==> src/rtl/fft16_frame_loader.sv <==
// fft16_frame_loader: ping-pong gather of a complex sample stream into 16-lane frames for FFT16
// Optional dropped-sample counter: define FFT16_LDR_OVFCNT_EN.
module fft16_frame_loader #(
  parameter int DW = 16,
  parameter int N  = 16,
  parameter int IW = 4
) (
  input  logic              clk,
  input  logic              rst,
  input  logic              s_valid,
  input  logic [2*DW-1:0]   s_data,
  output logic              frm_valid,
  input  logic              frm_ready,
  output logic [N*2*DW-1:0] frm_data,
  output logic              ovf,
  output logic [15:0]       ovf_cnt
);
  logic [2*DW-1:0] mem [2][N];
  logic [1:0] full, full_n;
  logic wr_bank, rd_bank, wr, drop, acc, last;
  logic [IW-1:0] wr_idx;
  assign frm_valid = full[rd_bank];
  // set and clear never hit the same bank: a write needs a non-full bank, an accept a full one
  always_comb begin
    drop   = s_valid & full[wr_bank];
    wr     = s_valid & ~full[wr_bank];
    acc    = frm_valid & frm_ready;
    last   = wr & (wr_idx == IW'(N-1));
    full_n = (full & ~(acc ? (2'b01 << rd_bank) : 2'b00)) | (last ? (2'b01 << wr_bank) : 2'b00);
  end
  always_ff @(posedge clk) begin
    if (rst) begin
      full    <= '0;
      wr_bank <= 1'b0;
      rd_bank <= 1'b0;
      wr_idx  <= '0;
      ovf     <= 1'b0;
      for (int b = 0; b < 2; b++)
        for (int i = 0; i < N; i++)
          mem[b][i] <= '0;
    end else begin
      full <= full_n;
      ovf  <= drop;
      if (wr) begin
        mem[wr_bank][wr_idx] <= s_data;
        wr_idx  <= wr_idx + 1'b1;
        wr_bank <= wr_bank ^ last;
      end
      if (acc) rd_bank <= ~rd_bank;
    end
  end
  for (genvar k = 0; k < N; k++) begin : g_lane
    assign frm_data[k*2*DW +: 2*DW] = mem[rd_bank][k];
  end
`ifdef FFT16_LDR_OVFCNT_EN
  logic [15:0] cnt;
  always_ff @(posedge clk) begin
    if (rst) cnt <= '0;
    else if (drop && cnt != 16'hFFFF) cnt <= cnt + 1'b1;
  end
  assign ovf_cnt = cnt;
`else
  assign ovf_cnt = 16'h0000;
`endif
endmodule

==> config.mk <==
export PLATFORM = sky130hd
export DESIGN_NAME = fft16_frame_loader
export DESIGN_NICKNAME = d
export VERILOG_FILES = /design/src/rtl/fft16_frame_loader.sv
export SDC_FILE = /design/constraint.sdc
export NUM_CORES = 1
export LEC_CHECK = 0
export ABC_AREA = 1
export CAP_MARGIN = 15
export CORE_ASPECT_RATIO = 0.7
export CORE_MARGIN = 2
export CORE_UTILIZATION = 45
export CTS_CLUSTER_DIAMETER = 150
export CTS_CLUSTER_SIZE = 24
export DETAILED_ROUTE_END_ITERATION = 12
export GPL_TIMING_DRIVEN = 0
export PLACE_DENSITY = 0.68
export SLEW_MARGIN = 5
export SYNTH_ARGS = -nofsm -noshare
export SYNTH_HDL_FRONTEND = slang
export SYNTH_SLANG_ARGS = --single-unit
export TNS_END_PERCENT = 100
==> constraint.sdc <==
create_clock -name clk -period 6.9 [get_ports clk]
set_input_delay 1.725 -clock clk [delete_from_list [all_inputs] [get_ports clk]]
set_output_delay 1.725 -clock clk [all_outputs]
set_load 0.1 [all_outputs]
==> results by group <==
Run status
  – Status: completed

Final layout
  – FF+latch area: 30950 um^2
  – # nets final: 3254
  – P&R area growth vs syn: 23.50%
  – Final std cells w/o fill: 4452
  – Area of the multi-input gates: 9280 um^2
  – Leading cell type in the layout, fill and taps excluded: edfxtp_1
  – Commonest cells after routing, fill and taps aside: edfxtp_1 (1024), nor2_1 (552), clkdlybuf4s50_1 (549), mux2_2 (512), clkbuf_1 (116)
  – Fillers: 7036
  – Share of cells above drive strength 1: 25.12%

Global routing
  – Largest net degree at the start of global routing: 33
  – Vias in the first global route: 24452
  – Initial antenna violation count: 4
  – Total GRT Usage: 27.21%
  – Congestion Overflow GR: 0
  – First-pass GRT wire length: 181500 um

STA
  – # setup viols final: 0
  – Fmax: 0.1549 GHz
  – Worst-margin pin slew: 1.239 ns
  – RSZ-0062 raised after global routing: no
  – Setup TNS: 0 ns
  – Slew HR: 17.16%
  – Hold WS: 0.5299 ns
  – Slew Limit Fails: 0
  – Clock skew: 0.03509 ns
  – Fin worst setup slack: 0.4426 ns
  – Final hold vios: 0
  – Period minus WS final: 6.457 ns
  – Final period utilization: 93.59%

Flow run
  – Max cap viols: 0

Setup path
  – Worst path cell trace: clkbuf_1 -> clkbuf_1 -> clkbuf_1 -> mux2_2 -> clkdlybuf4s50_1
  – Element type at the critical path end: primary output
  – Worst EP arrival: 4.73 ns
  – Startpoint Class: flop
  – CP max stage delay: 1.27 ns
  – Worst endpoint required time: 5.18 ns
  – Worst r2r path cells: 12
  – CP most frequent cell: clkbuf_1
  – Worst-path fanout max: 10
  – Crit Path Class: reg2out
  – Slowest cell on crit path: clkdlybuf4s50_1

Synth
  – Sequential area share after synthesis: 75.10%
  – Netlist cell types: 28
  – Yosys warns: 0
  – Synth Cell Area: 41210 um^2
  – Mapped Avg Cell Area: 16.26 um^2
  – Cell count after synthesis: 2534
  – Top cells by area, synth: edfxtp_1 (75%), mux2_2 (14%), nor2_1 (5.4%), buf_6 (0.98%), clkbuf_1 (0.88%)
  – Synth top area share: 74.61%
  – Largest area contributor in the netlist: edfxtp_1
  – Flops & latches, synth: 1034

Detailed routing
  – DRT Pass-1 Iters: 6
  – DRT antenna net count: 0
  – Vias/cell: 5.553
  – Remaining DRCs: 0
  – Via Count: 24723
  – Final WL: 130800 um
  – DR WL/cell: 29.38 um
  – Initial drt markers: 3148

Power
  – Total power: 13.05 mW
  – VDD IR-drop max: 0.1910 mV
  – Power per cell area: 256.4 nW/um^2
  – Leak: 18.20 nW

CTS
  – TritonCTS clock tree: built
  – Clock buffers created by TritonCTS: 49
  – H-tree Lvls: 2
  – Postcts setup bufs: 0
  – Clk_lat worst skew: 0.64 ns
  – Deepest clock path buffer count: 3
  – Clock Root Buffer: clkbuf_16
  – Sink Count: 1034
  – Post_cts resized: 0
  – CTS Hold Bufs: 0
  – Clk slew on worst S/H paths: 0.10 ns

Die
  – Die H: 257.2 um
  – Core ar.: 90360 um^2
  – Die Wd: 365.7 um
  – Row Count: 92
  – Io pins: 566
  – Total Die Area: 94060 um^2
  – Starting Density: 45.61%

Place
  – Post-DP HPWL: 94870 um
  – Setup slack at placement: 1.131 ns
  – GP Congestion: 0.9313
  – # placed instances: 4378
  – Input/output buffers: 549

Hold path
  – HP Class: reg2reg
  – Hold path depth: 2
[metal layers]
metal	part of all wire (%)	vias up	wire length, um	GRT usage, %
met5	0	-	0	0
met4	2.2	0	2932	6.198
met3	11	172	14280	6.192
met2	46	1502	60780	43.22
met1	40	12684	52800	38.38
li1	-	10365	-	-
[per-stage QoR]
stage	area [um^2]	util, %
global route	50890	56.32
floorplan	41270	-
detailed placement	49530	54.81
global placement	48290	53.45
CTS	50860	56.28
finish	50900	56.33
[where the power goes]
| part | internal [mW] | switching [mW] | total [mW] |
|---|---|---|---|
| Clock | 1.32 | 1.90 | 3.22 |
| Combinational | 0.453 | 1.70 | 2.15 |
| Sequential | 7.55 | 0.127 | 7.67 |
| Total | 9.32 | 3.73 | 13.0 |
[cells by family after synthesis]
kind of cell,after synthesis,synth area share (%)
buffers and inverters,232,3.027
AO/OA/AOI/OAI,21,0.2550
adder cells (fa/ha/maj),8,0.2429
AND/OR/NAND/NOR,726,7.380
flip-flops,1034,75.10
multiplexers,512,13.99
other,1,0.009099
[cell usage after synthesis]
master	n
nor2_1	590
buf_6	36
mux2_2	512
nor2_2	42
nand3b_4	1
nor2_4	1
inv_4	1
buf_4	18
ha_1	8
nand2_2	2
nand2_4	1
edfxtp_1	1024
nand2_1	70
o21ai_1	2
clkbuf_1	97
clkinv_1	32
o21ai_0	10
buf_2	16
inv_2	1
nor4_1	1
conb_1	1
buf_12	1
nand3_1	4
dfxtp_1	10
a21oi_1	9
nor3_1	2
inv_1	30
nand3_4	12
[area by class of cell]
type / instances / area share [%]
timing repair buffer: 610 / 12.89
multi-input combinational: 1283 / 18.23
clock inverter: 1 / 0.05900
clock buffer: 68 / 2.549
tap: 1222 / 3.004
buffer: 168 / 1.974
sequential: 1034 / 60.81
inverter: 64 / 0.4769
antenna: 2 / 0.009833
[worst paths after layout]
check,from,end,slack [ns]
setup / recovery,flop,frm_data[258],0.44
hold / removal,rd_bank$_SDFFE_PP0P_,rd_bank$_SDFFE_PP0P_,0.53
setup reg to reg,wr_bank$_SDFFE_PP0N_,mem[1][76]$_DFFE_PP_,3.26
hold reg to reg,rd_bank$_SDFFE_PP0P_,rd_bank$_SDFFE_PP0P_,0.53
[critical path, delay by kind of cell (launching register included)]
kind                   cells  cell delay [ns]
muxes                      1             0.31
DFF                        1             0.32
buffers and inverters      4             3.41
[sequential cells by signal, indices dropped and copies added, names as in the netlist, named ones only]
| signal | count |
|---|---|
| mem | 1024 |
| ovf | 1 |
| wr_idx | 4 |
| rd_bank | 1 |
| wr_bank | 1 |
| full | 2 |
(Power assumes the default switching activity.)
